**config.mk**
```make
export PLATFORM = sky130hd
export DESIGN_NAME = decode_stage
export DESIGN_NICKNAME = d
export VERILOG_FILES = /design/src/rtl/decode_stage.sv
export SDC_FILE = /design/constraint.sdc
export NUM_CORES = 1
export LEC_CHECK = 0
export ABC_AREA = 0
export ABC_CLOCK_PERIOD_IN_PS = 9100
export CAP_MARGIN = 20
export CORE_UTILIZATION = 37
export CTS_CLUSTER_DIAMETER = 150
export DETAILED_ROUTE_END_ITERATION = 8
export GPL_TIMING_DRIVEN = 1
export PLACE_DENSITY = 0.61
export SLEW_MARGIN = 20
export SYNTH_ARGS = -nofsm -noshare
export SYNTH_HDL_FRONTEND = slang
export SYNTH_SLANG_ARGS = --single-unit
```
**constraint.sdc**
```tcl
create_clock -name clk -period 9.1 [get_ports clk]
set_clock_uncertainty 0.05 [all_clocks]
set_input_delay 1.82 -clock clk [delete_from_list [all_inputs] [get_ports clk]]
set_output_delay 1.82 -clock clk [all_outputs]
set_load 0.02 [all_outputs]
```
**src/rtl/decode_stage.sv**
```systemverilog
// Registered RV32I/RV64I decode stage: combinational decode into a DEPTH-entry
// circular queue with valid/ready handshakes on the fetch and execute sides.
module decode_stage #(
  parameter int unsigned XLEN  = 32,
  parameter int unsigned DEPTH = 2
) (
  input  logic                         clk,
  input  logic                         rst,
  input  logic                         flush,
  input  logic                         in_valid,
  output logic                         in_ready,
  input  logic [31:0]                  in_instr,
  input  logic [XLEN-1:0]              in_pc,
  output logic                         out_valid,
  input  logic                         out_ready,
  output logic [XLEN-1:0]              out_pc,
  output logic [6:0]                   out_opcode,
  output logic [4:0]                   out_rd,
  output logic [4:0]                   out_rs1,
  output logic [4:0]                   out_rs2,
  output logic [2:0]                   out_funct3,
  output logic [6:0]                   out_funct7,
  output logic [XLEN-1:0]              out_imm,
  output logic [1:0]                   out_wb_sel,
  output logic                         out_reg_write,
  output logic                         out_illegal,
  output logic [$clog2(DEPTH+1)-1:0]   count
);

  localparam int unsigned PW = (DEPTH > 1) ? $clog2(DEPTH) : 1;
  localparam int unsigned CW = $clog2(DEPTH + 1);
  localparam logic        RV64 = (XLEN == 64);

  localparam logic [4:0] OPC_LOAD     = 5'b00000;
  localparam logic [4:0] OPC_OP_IMM   = 5'b00100;
  localparam logic [4:0] OPC_AUIPC    = 5'b00101;
  localparam logic [4:0] OPC_OP_IMM32 = 5'b00110;
  localparam logic [4:0] OPC_STORE    = 5'b01000;
  localparam logic [4:0] OPC_OP       = 5'b01100;
  localparam logic [4:0] OPC_LUI      = 5'b01101;
  localparam logic [4:0] OPC_OP32     = 5'b01110;
  localparam logic [4:0] OPC_BRANCH   = 5'b11000;
  localparam logic [4:0] OPC_JALR     = 5'b11001;
  localparam logic [4:0] OPC_JAL      = 5'b11011;
  localparam logic [4:0] OPC_SYSTEM   = 5'b11100;

  localparam logic [1:0] WB_ALU = 2'b00;
  localparam logic [1:0] WB_MEM = 2'b01;
  localparam logic [1:0] WB_PC4 = 2'b10;
  localparam logic [1:0] WB_IMM = 2'b11;

  typedef struct packed {
    logic [XLEN-1:0] pc;
    logic [6:0]      opcode;
    logic [4:0]      rd;
    logic [4:0]      rs1;
    logic [4:0]      rs2;
    logic [2:0]      funct3;
    logic [6:0]      funct7;
    logic [XLEN-1:0] imm;
    logic [1:0]      wb_sel;
    logic            reg_write;
    logic            illegal;
  } rec_t;

  rec_t            r_mem [DEPTH];
  logic [PW-1:0]   r_wr_ptr;
  logic [PW-1:0]   r_rd_ptr;
  logic [CW-1:0]   r_count;
  logic            r_in_ready;

  rec_t            w_dec;
  rec_t            w_head;
  logic [31:0]     w_imm_i, w_imm_s, w_imm_b, w_imm_u, w_imm_j, w_imm32;
  logic            w_legal, w_use_rd, w_use_rs1, w_use_rs2, w_use_f3, w_use_f7;
  logic [1:0]      w_wb;
  logic            w_push, w_pop;
  logic [CW-1:0]   w_count_nxt;

  assign w_imm_i = {{20{in_instr[31]}}, in_instr[31:20]};
  assign w_imm_s = {{20{in_instr[31]}}, in_instr[31:25], in_instr[11:7]};
  assign w_imm_b = {{19{in_instr[31]}}, in_instr[31], in_instr[7], in_instr[30:25],
                    in_instr[11:8], 1'b0};
  assign w_imm_u = {in_instr[31:12], 12'b0};
  assign w_imm_j = {{11{in_instr[31]}}, in_instr[31], in_instr[19:12], in_instr[20],
                    in_instr[30:21], 1'b0};

  // Format classification; illegal encodings keep only pc and opcode.
  always_comb begin
    w_legal   = 1'b0;
    w_use_rd  = 1'b0;
    w_use_rs1 = 1'b0;
    w_use_rs2 = 1'b0;
    w_use_f3  = 1'b0;
    w_use_f7  = 1'b0;
    w_wb      = WB_ALU;
    w_imm32   = '0;
    if (in_instr[1:0] == 2'b11) begin
      case (in_instr[6:2])
        OPC_OP, OPC_OP32: begin
          w_legal   = (in_instr[6:2] == OPC_OP) || RV64;
          w_use_rd  = 1'b1;
          w_use_rs1 = 1'b1;
          w_use_rs2 = 1'b1;
          w_use_f3  = 1'b1;
          w_use_f7  = 1'b1;
        end
        OPC_OP_IMM, OPC_OP_IMM32, OPC_LOAD, OPC_JALR, OPC_SYSTEM: begin
          w_legal   = (in_instr[6:2] != OPC_OP_IMM32) || RV64;
          w_use_rd  = 1'b1;
          w_use_rs1 = 1'b1;
          w_use_f3  = 1'b1;
          w_imm32   = w_imm_i;
          if (in_instr[6:2] == OPC_LOAD) w_wb = WB_MEM;
          if (in_instr[6:2] == OPC_JALR) w_wb = WB_PC4;
        end
        OPC_STORE, OPC_BRANCH: begin
          w_legal   = 1'b1;
          w_use_rs1 = 1'b1;
          w_use_rs2 = 1'b1;
          w_use_f3  = 1'b1;
          w_imm32   = (in_instr[6:2] == OPC_STORE) ? w_imm_s : w_imm_b;
        end
        OPC_LUI, OPC_AUIPC: begin
          w_legal  = 1'b1;
          w_use_rd = 1'b1;
          w_imm32  = w_imm_u;
          if (in_instr[6:2] == OPC_LUI) w_wb = WB_IMM;
        end
        OPC_JAL: begin
          w_legal  = 1'b1;
          w_use_rd = 1'b1;
          w_imm32  = w_imm_j;
          w_wb     = WB_PC4;
        end
        default: w_legal = 1'b0;
      endcase
    end
  end

  always_comb begin
    w_dec        = '0;
    w_dec.pc     = in_pc;
    w_dec.opcode = in_instr[6:0];
    if (w_legal) begin
      w_dec.rd        = w_use_rd  ? in_instr[11:7]  : 5'd0;
      w_dec.rs1       = w_use_rs1 ? in_instr[19:15] : 5'd0;
      w_dec.rs2       = w_use_rs2 ? in_instr[24:20] : 5'd0;
      w_dec.funct3    = w_use_f3  ? in_instr[14:12] : 3'd0;
      w_dec.funct7    = w_use_f7  ? in_instr[31:25] : 7'd0;
      w_dec.imm       = XLEN'($signed(w_imm32));
      w_dec.wb_sel    = w_wb;
      w_dec.reg_write = w_use_rd && (in_instr[11:7] != 5'd0);
    end else begin
      w_dec.illegal   = 1'b1;
    end
  end

  // in_ready comes only from registered state, so full+pop cannot admit a push.
  assign w_push = in_valid && r_in_ready;
  assign w_pop  = out_valid && out_ready;

  always_comb begin
    w_count_nxt = r_count;
    case ({w_push, w_pop})
      2'b10:   w_count_nxt = r_count + CW'(1);
      2'b01:   w_count_nxt = r_count - CW'(1);
      default: w_count_nxt = r_count;
    endcase
  end

  always_ff @(posedge clk or posedge rst) begin
    if (rst) begin
      r_wr_ptr   <= '0;
      r_rd_ptr   <= '0;
      r_count    <= '0;
      r_in_ready <= 1'b0;
    end else if (flush) begin
      r_wr_ptr   <= '0;
      r_rd_ptr   <= '0;
      r_count    <= '0;
      r_in_ready <= 1'b1;
    end else begin
      if (w_push) r_wr_ptr <= r_wr_ptr + PW'(1);
      if (w_pop)  r_rd_ptr <= r_rd_ptr + PW'(1);
      r_count    <= w_count_nxt;
      r_in_ready <= (w_count_nxt < CW'(DEPTH));
    end
  end

  always_ff @(posedge clk) begin
    if (w_push && !flush) r_mem[r_wr_ptr] <= w_dec;
  end

  assign out_valid = (r_count != '0);
  assign in_ready  = r_in_ready;
  assign count     = r_count;
  assign w_head    = out_valid ? r_mem[r_rd_ptr] : '0;

  assign out_pc        = w_head.pc;
  assign out_opcode    = w_head.opcode;
  assign out_rd        = w_head.rd;
  assign out_rs1       = w_head.rs1;
  assign out_rs2       = w_head.rs2;
  assign out_funct3    = w_head.funct3;
  assign out_funct7    = w_head.funct7;
  assign out_imm       = w_head.imm;
  assign out_wb_sel    = w_head.wb_sel;
  assign out_reg_write = w_head.reg_write;
  assign out_illegal   = w_head.illegal;

endmodule
```
==> metrics.txt, run 1 <==
# TYPE chip_impl_metric gauge
chip_impl_metric{name="initialDrtViolationCount",unit=""} 312
chip_impl_info{name="hold_start",value="r_wr_ptr"} 1
chip_impl_metric{name="final_max_slew_viol_count",unit=""} 0
chip_impl_metric{name="drive_above_1_share",unit="%"} 9.159
chip_impl_metric{name="path_max_fanout",unit=""} 39
chip_impl_info{name="crit_reg_reg_endpoint",value="in_ready"} 1
chip_impl_metric{name="ys_seq_elements",unit=""} 205
chip_impl_metric{name="initial_utilization",unit="%"} 37.73
chip_impl_metric{name="total_leakage_power",unit="nW"} 3.648
chip_impl_metric{name="synth.lib_cells_used.distinct",unit=""} 56
chip_impl_metric{name="remaining_drc_errors",unit=""} 0
chip_impl_metric{name="synth_top_area_share",unit="%"} 67.61
chip_impl_metric{name="clock_tree_buf_depth",unit=""} 3
chip_impl_metric{name="postRouteWirelength",unit="mm"} 20.50
chip_impl_metric{name="timing.critical_path.required",unit="ns"} 7.23
chip_impl_metric{name="setup_ws",unit="ns"} 3.914
chip_impl_metric{name="ff2ff_setup_slack",unit="ns"} 5.80
chip_impl_metric{name="design.die.area",unit="µm²"} 24630
chip_impl_metric{name="grt_pass1_vias",unit=""} 5756
chip_impl_metric{name="syn_inst",unit=""} 618
chip_impl_info{name="cts.root.buffer_cell",value="clkbuf_16"} 1
chip_impl_metric{name="cts.hold.buffers_added",unit=""} 0
chip_impl_metric{name="antenna_left",unit=""} 0
chip_impl_info{name="whs_endpoint",value="r_wr_ptr"} 1
chip_impl_metric{name="detailed_route_via_count",unit=""} 5551
chip_impl_metric{name="grt.total_usage",unit="%"} 16.48
chip_impl_info{name="setup_repair_after_global_routing_missed_its_margin",value="no"} 1
chip_impl_metric{name="worst_setup_hold_path_clk_slew",unit="ns"} 0.06
chip_impl_metric{name="rd_place_congestion",unit=""} 0.8017
chip_impl_metric{name="grt_max_degree",unit=""} 67
chip_impl_metric{name="die_w",unit="µm"} 157.0
chip_impl_metric{name="p_total",unit="mW"} 2.870
chip_impl_info{name="min-delay-path-class",value="register to register"} 1
chip_impl_metric{name="finalSetupTns",unit="ns"} 0
chip_impl_metric{name="dpl_hpwl",unit="mm"} 13.23
chip_impl_info{name="timing_worst_setup_path_type",value="register to output port"} 1
chip_impl_metric{name="syn_area",unit="µm²"} 8884
chip_impl_metric{name="maxCapViolCount",unit=""} 0
chip_impl_metric{name="tritoncts.num_buffers",unit=""} 23
chip_impl_info{name="run_status",value="complete, no violations"} 1
chip_impl_metric{name="first_pass_grt_wire_length",unit="mm"} 31.22
chip_impl_metric{name="count_of_antenna_diodes_in_the_layout",unit=""} 0
chip_impl_info{name="crit_path_start_kind",value="register"} 1
chip_impl_metric{name="number_of_clock_sinks",unit=""} 205
chip_impl_metric{name="synth.yosys.seq_area_share",unit="%"} 69.01
chip_impl_metric{name="post_drt_via_cell_ratio",unit=""} 4.974
chip_impl_info{name="cts_tree",value="yes"} 1
chip_impl_metric{name="std_cell_rows",unit=""} 56
chip_impl_metric{name="preCtsSetupSlack",unit="ns"} 4.235
chip_impl_metric{name="first_drt_pass_iteration_count",unit=""} 5
chip_impl_metric{name="grt_overflow",unit=""} 0
chip_impl_metric{name="floorplan.io_pins",unit=""} 173
chip_impl_info{name="ys_top_cells_by_area",value="edfxtp_1, mux2i_1, nor2_1, and2_1, dfrtp_1"} 1
chip_impl_metric{name="layout_min_cycle_time",unit="ns"} 5.186
chip_impl_metric{name="hold_violations",unit=""} 0
chip_impl_metric{name="worst_path_arrival_time",unit="ns"} 3.32
chip_impl_metric{name="async_flop_share",unit="%"} 2.439
chip_impl_metric{name="area_growth",unit="%"} 30.69
chip_impl_metric{name="core_region_area",unit="µm²"} 23540
chip_impl_metric{name="htree_levels",unit=""} 1
chip_impl_metric{name="layout.nets",unit=""} 854
chip_impl_metric{name="reg2reg_depth",unit=""} 10
chip_impl_info{name="synthFlopType",value="edfxtp_1"} 1
chip_impl_info{name="synth.largest_area_cell",value="edfxtp_1"} 1
chip_impl_metric{name="slew-limit-headroom",unit="%"} 30.26
chip_impl_metric{name="post_cts_resize_count",unit=""} 0
chip_impl_metric{name="placement.io_buffers",unit=""} 172
chip_impl_metric{name="timing_worst_slew_pin_value",unit="ns"} 1.042
chip_impl_metric{name="ys.warnings.count",unit=""} 0
chip_impl_metric{name="maxClockFrequency",unit="MHz"} 192.8
chip_impl_metric{name="worst_skew_pair.late_latency",unit="ns"} 0.50
chip_impl_metric{name="cts.repair_timing.setup_buffer_count",unit=""} 0
chip_impl_metric{name="vdd_ir_drop_max",unit="mV"} 0.1095
chip_impl_metric{name="routedWlPerCell",unit="µm"} 18.36
chip_impl_metric{name="number_of_cells_on_the_worst_hold_path",unit=""} 2
chip_impl_metric{name="synthesis.nets",unit=""} 689
chip_impl_metric{name="die_height",unit="µm"} 157.0
chip_impl_metric{name="synth_enable_flop_cells",unit=""} 200
chip_impl_metric{name="antenna_found_initial",unit=""} 0
chip_impl_metric{name="cellPowerDensity",unit="nW/µm²"} 247.2
chip_impl_info{name="r2r_start",value="count[0]"} 1
chip_impl_metric{name="final_period_utilization",unit="%"} 56.99
chip_impl_metric{name="setup_viol",unit=""} 0
chip_impl_info{name="endpoint_kind",value="output port"} 1
chip_impl_metric{name="syn_avg_cell_area",unit="µm²"} 14.37
-- power breakdown --
group,internal (mW),switching (mW)
registers,1.12,0.0438
clock network,0.526,0.349
logic,0.364,0.471
-- flip-flops by register name, summed over array words and instances, names as in the netlist --
register	count
r_mem	200
r_rd_ptr	1
in_ready	1
r_wr_ptr	1
count	2
-- per-layer routing --
metal  routed length (µm)  GRT usage [%]
met1                 8831          21.18
met2                 9691          27.60
met3                 1528          3.607
met4                  443          5.415
met5                    0              0
-- synth_stat cells, drive strengths merged (2+ instances only) --
master,count
xnor2,3
nor3b,14
edfxtp,200
nor2b,2
mux2i,101
nand2b,3
or2,2
or4,2
inv,4
o31ai,2
buf,24
clkbuf,17
nand3,2
nand2,24
nor2,113
ha,2
and2,21
a21oi,30
o21ai,6
dfrtp,5
nor3,8
o211ai,8
-- worst max-delay path, cell delays in order (launching register included) --
cell and delay [ns]:
dfrtp_4 0.89, buf_4 0.63, buf_12 0.32, mux2i_1 0.25, nor2_1 0.07, clkdlybuf4s50_1 0.57
-- worst max-delay path by stage --
stage	startpoint	endpoint	slack (ns)	cells after the start
CTS	r_rd_ptr	out_imm[11]	3.68	4
detailed placement	in_instr[4]	r_mem[1][43]	4.24	5
global placement	r_rd_ptr	out_imm[17]	4.26	4
finish	r_rd_ptr	out_pc[15]	3.91	5
floorplan	in_valid	r_mem[1][0]	2.68	2
global route	r_rd_ptr	out_pc[30]	3.75	5
-- placed cells by master, fill, tap and decap left out, types with 10 or more instances in the layout --
cell / instances
clkbuf_16: 23
nand2_1: 23
a21oi_1: 20
and2_1: 21
clkdlybuf4s50_1: 172
edfxtp_1: 200
mux2i_1: 101
nor2_1: 112
a21oi_2: 10
-- per-stage QoR --
step	hold WS [ns]	instance area [µm²]	util (%)	instances
5_1_grt	0.6417	11610	49.31	1116
4_1_cts	0.6076	11590	49.23	1115
2_1_floorplan	0.4853	8894	-	618
3_5_place_dp	0.5812	10880	46.22	1076
6_report	0.5996	11610	49.31	1116
3_3_place_gp	0.5492	10880	46.22	1076
-- cell families (layout without fill, tap and decap cells) --
| kind of cell | count (synthesis) | in the layout | share of synthesized area (%) |
|---|---|---|---|
| AOI/OAI and AO/OA | 59 | 59 | 4.958 |
| xor gates and xnor gates | 4 | 4 | 0.3944 |
| adders and majority gates | 2 | 2 | 0.2816 |
| buffers and inverters | 45 | 224 | 2.605 |
| DFF | 205 | 205 | 69.01 |
| muxes | 102 | 102 | 11.51 |
| and+or+nand+nor | 201 | 201 | 11.24 |
-- cell type report --
class	count	area (µm²)
Timing Repair Buffer	181	1802
Tap cell	319	399.1
Clock inverter	10	100.1
Multi-Input combinational cell	368	2551
Sequential cell	205	6135
Fill cell	2070	11930
Clock buffer	29	608.1
Inverter	4	15.01
No activity file was read; power rests on OpenSTA's default activity.
==> run 2: changes to the inputs <==
- ABC_CLOCK_PERIOD_IN_PS: 9100 -> 5300
- PLACE_DENSITY: 0.61 -> 0.58
- clock period: 9.1 -> 5.3 ns (I/O delays scaled with it)
==> metrics.txt, run 2 (synthesis gave the netlist of run 1 again) <==
# TYPE chip_impl_metric gauge
chip_impl_info{name="crit_family",value="buffers and inverters"} 1
chip_impl_metric{name="cts.hold.buffers_added",unit=""} 0
chip_impl_metric{name="area.sequential",unit="µm²"} 6135
chip_impl_metric{name="grt_max_degree",unit=""} 89
chip_impl_metric{name="detailed_route_via_count",unit=""} 5619
chip_impl_info{name="most-common-layout-cells",value="edfxtp_1, clkdlybuf4s50_1, nor2_1"} 1
chip_impl_metric{name="drive_above_1_share",unit="%"} 9.613
chip_impl_metric{name="grt_pass1_vias",unit=""} 5702
chip_impl_info{name="cts_tree",value="yes"} 1
chip_impl_metric{name="ff2ff_setup_slack",unit="ns"} 2.53
chip_impl_metric{name="rd_place_congestion",unit=""} 0.8581
chip_impl_metric{name="layout_min_cycle_time",unit="ns"} 3.994
chip_impl_info{name="worstSetupEndpoint",value="out_rd[1]"} 1
chip_impl_info{name="cts.root.buffer_cell",value="clkbuf_16"} 1
chip_impl_metric{name="postRouteWirelength",unit="mm"} 20.72
chip_impl_metric{name="timing_worst_slew_pin_value",unit="ns"} 1.014
chip_impl_metric{name="maxCapViolCount",unit=""} 0
chip_impl_metric{name="htree_levels",unit=""} 1
chip_impl_metric{name="cp.depth",unit=""} 4
chip_impl_metric{name="clock_tree_buf_depth",unit=""} 3
chip_impl_metric{name="post_cts_resize_count",unit=""} 0
chip_impl_metric{name="largest_reg_flops",unit=""} 200
chip_impl_metric{name="tritoncts.num_buffers",unit=""} 23
chip_impl_metric{name="routedWlPerCell",unit="µm"} 18.50
chip_impl_info{name="endpoint_kind",value="output port"} 1
chip_impl_metric{name="dpl_hpwl",unit="mm"} 13.61
chip_impl_metric{name="cts.repair_timing.setup_buffer_count",unit=""} 0
chip_impl_metric{name="design.die.area",unit="µm²"} 24630
chip_impl_metric{name="finalSetupTns",unit="ns"} 0
chip_impl_metric{name="finish.utilization",unit="%"} 49.55
chip_impl_info{name="crit_chain",value="buf_4 -> mux2i_1 -> nor2_1 -> clkdlybuf4s50_1"} 1
chip_impl_metric{name="grt.total_usage",unit="%"} 16.54
chip_impl_metric{name="cpPeakStageDelay",unit="ns"} 0.87
chip_impl_info{name="crit_reg_reg_endpoint",value="in_ready"} 1
chip_impl_metric{name="first_drt_pass_iteration_count",unit=""} 5
chip_impl_metric{name="total_leakage_power",unit="nW"} 3.675
chip_impl_metric{name="initialDrtViolationCount",unit=""} 397
chip_impl_metric{name="first_pass_grt_wire_length",unit="mm"} 31.21
chip_impl_metric{name="remaining_drc_errors",unit=""} 0
chip_impl_metric{name="worst_setup_hold_path_clk_slew",unit="ns"} 0.06
chip_impl_metric{name="std_cell_rows",unit=""} 56
chip_impl_info{name="most_common_cell_after_layout_fill_and_taps_aside",value="edfxtp_1"} 1
chip_impl_metric{name="timing.critical_path.required",unit="ns"} 4.19
chip_impl_metric{name="worst_path_arrival_time",unit="ns"} 2.88
chip_impl_metric{name="area_growth",unit="%"} 31.32
chip_impl_metric{name="hold_violations",unit=""} 0
chip_impl_metric{name="cellPowerDensity",unit="nW/µm²"} 426.9
chip_impl_info{name="run_status",value="complete, no violations"} 1
chip_impl_metric{name="final_period_utilization",unit="%"} 75.36
chip_impl_metric{name="count_of_antenna_diodes_in_the_layout",unit=""} 0
chip_impl_info{name="timing.critical_path.from",value="r_rd_ptr"} 1
chip_impl_metric{name="worst_skew_pair.late_latency",unit="ns"} 0.50
chip_impl_metric{name="stdcell_area",unit="µm²"} 11670
chip_impl_metric{name="layout.nets",unit=""} 857
chip_impl_metric{name="nFillCells",unit=""} 2061
chip_impl_metric{name="critical_path.n_buffers_inverters",unit=""} 2
chip_impl_metric{name="reg2reg_depth",unit=""} 10
chip_impl_info{name="timing_worst_setup_path_type",value="register to output port"} 1
chip_impl_metric{name="antenna_left",unit=""} 0
chip_impl_info{name="crit_path_start_kind",value="register"} 1
chip_impl_metric{name="die_w",unit="µm"} 157.0
chip_impl_metric{name="hold-worst-slack",unit="ns"} 0.5879
chip_impl_info{name="critPathSlowestCell",value="dfrtp_4"} 1
chip_impl_metric{name="final_max_slew_viol_count",unit=""} 0
chip_impl_info{name="r2r_start",value="count[0]"} 1
chip_impl_metric{name="maxClockFrequency",unit="MHz"} 250.4
chip_impl_metric{name="path_max_fanout",unit=""} 37
chip_impl_metric{name="antenna_found_initial",unit=""} 0
chip_impl_metric{name="setup_viol",unit=""} 0
chip_impl_metric{name="placement.io_buffers",unit=""} 172
chip_impl_metric{name="initial_utilization",unit="%"} 37.73
chip_impl_metric{name="die_height",unit="µm"} 157.0
chip_impl_info{name="min-delay-path-class",value="register to register"} 1
chip_impl_metric{name="floorplan.io_pins",unit=""} 173
chip_impl_metric{name="post_drt_via_cell_ratio",unit=""} 5.017
chip_impl_metric{name="number_of_clock_sinks",unit=""} 205
chip_impl_info{name="largest_register",value="r_mem"} 1
chip_impl_metric{name="multi_input_area",unit="µm²"} 2551
chip_impl_metric{name="core_region_area",unit="µm²"} 23540
chip_impl_metric{name="slew-limit-headroom",unit="%"} 32.15
chip_impl_metric{name="placed_area",unit="µm²"} 10940
chip_impl_info{name="setup_repair_after_global_routing_missed_its_margin",value="no"} 1
chip_impl_metric{name="grt_overflow",unit=""} 0
chip_impl_metric{name="vdd_ir_drop_max",unit="mV"} 0.2462
## run 2: changes by cell type in the layout (fill, tap and decap cells not counted)
cell and delta:
buf_4 +2, buf_12 +1, bufinv_16 +1, clkbuf_1 -1, clkbuf_8 -1, clkinv_1 +1
clkinv_2 +1, clkinv_4 +1, inv_6 -1
## run 2: stage by stage
step,total power [mW],setup WS [ns],cells
detailed placement,3.497,1.301,1080
floorplan,2.826,0.9981,618
global placement,3.481,1.490,1080
CTS,5.045,1.233,1120
finish,4.980,1.306,1120
global route,5.191,1.144,1120
## run 2: area by class of cell
cell class / instances / area share, %
inverters: 4 / 0.1287
clock buffers: 27 / 5.062
clock inverters: 13 / 1.190
well taps: 319 / 3.421
repair buffers: 184 / 15.74
multi-input cells: 368 / 21.87
flip-flops and latches: 205 / 52.58
## run 2: metal layers
layer	global-route usage [%]	part of all wire, %
met2	27.81	48
met3	3.304	6.3
met5	0	0
met4	4.669	1.9
met1	21.67	44
## run 2: where the power goes
part           total (mW)  internal [mW]  switching, mW
combinational        1.46          0.634          0.823
clock                1.54          0.938          0.598
sequential           1.99           1.91         0.0729
total                4.98           3.49           1.49
## run 2: worst min path at each step
stage,from,to,slack [ns],depth (start not counted)
final,r_wr_ptr,r_wr_ptr,0.59,2
after CTS,r_wr_ptr,r_wr_ptr,0.59,2
after global routing,r_wr_ptr,r_wr_ptr,0.63,2
after detailed placement,r_wr_ptr,r_wr_ptr,0.57,2
after global placement,r_wr_ptr,r_wr_ptr,0.55,2
after floorplan,r_wr_ptr,r_wr_ptr,0.53,2
## run 2: tightest hold or removal path, stage by stage, from the launching register on
cell and delay [ns]:
dfrtp_1 0.42, xor2_1 0.09, nor2_1 0.09
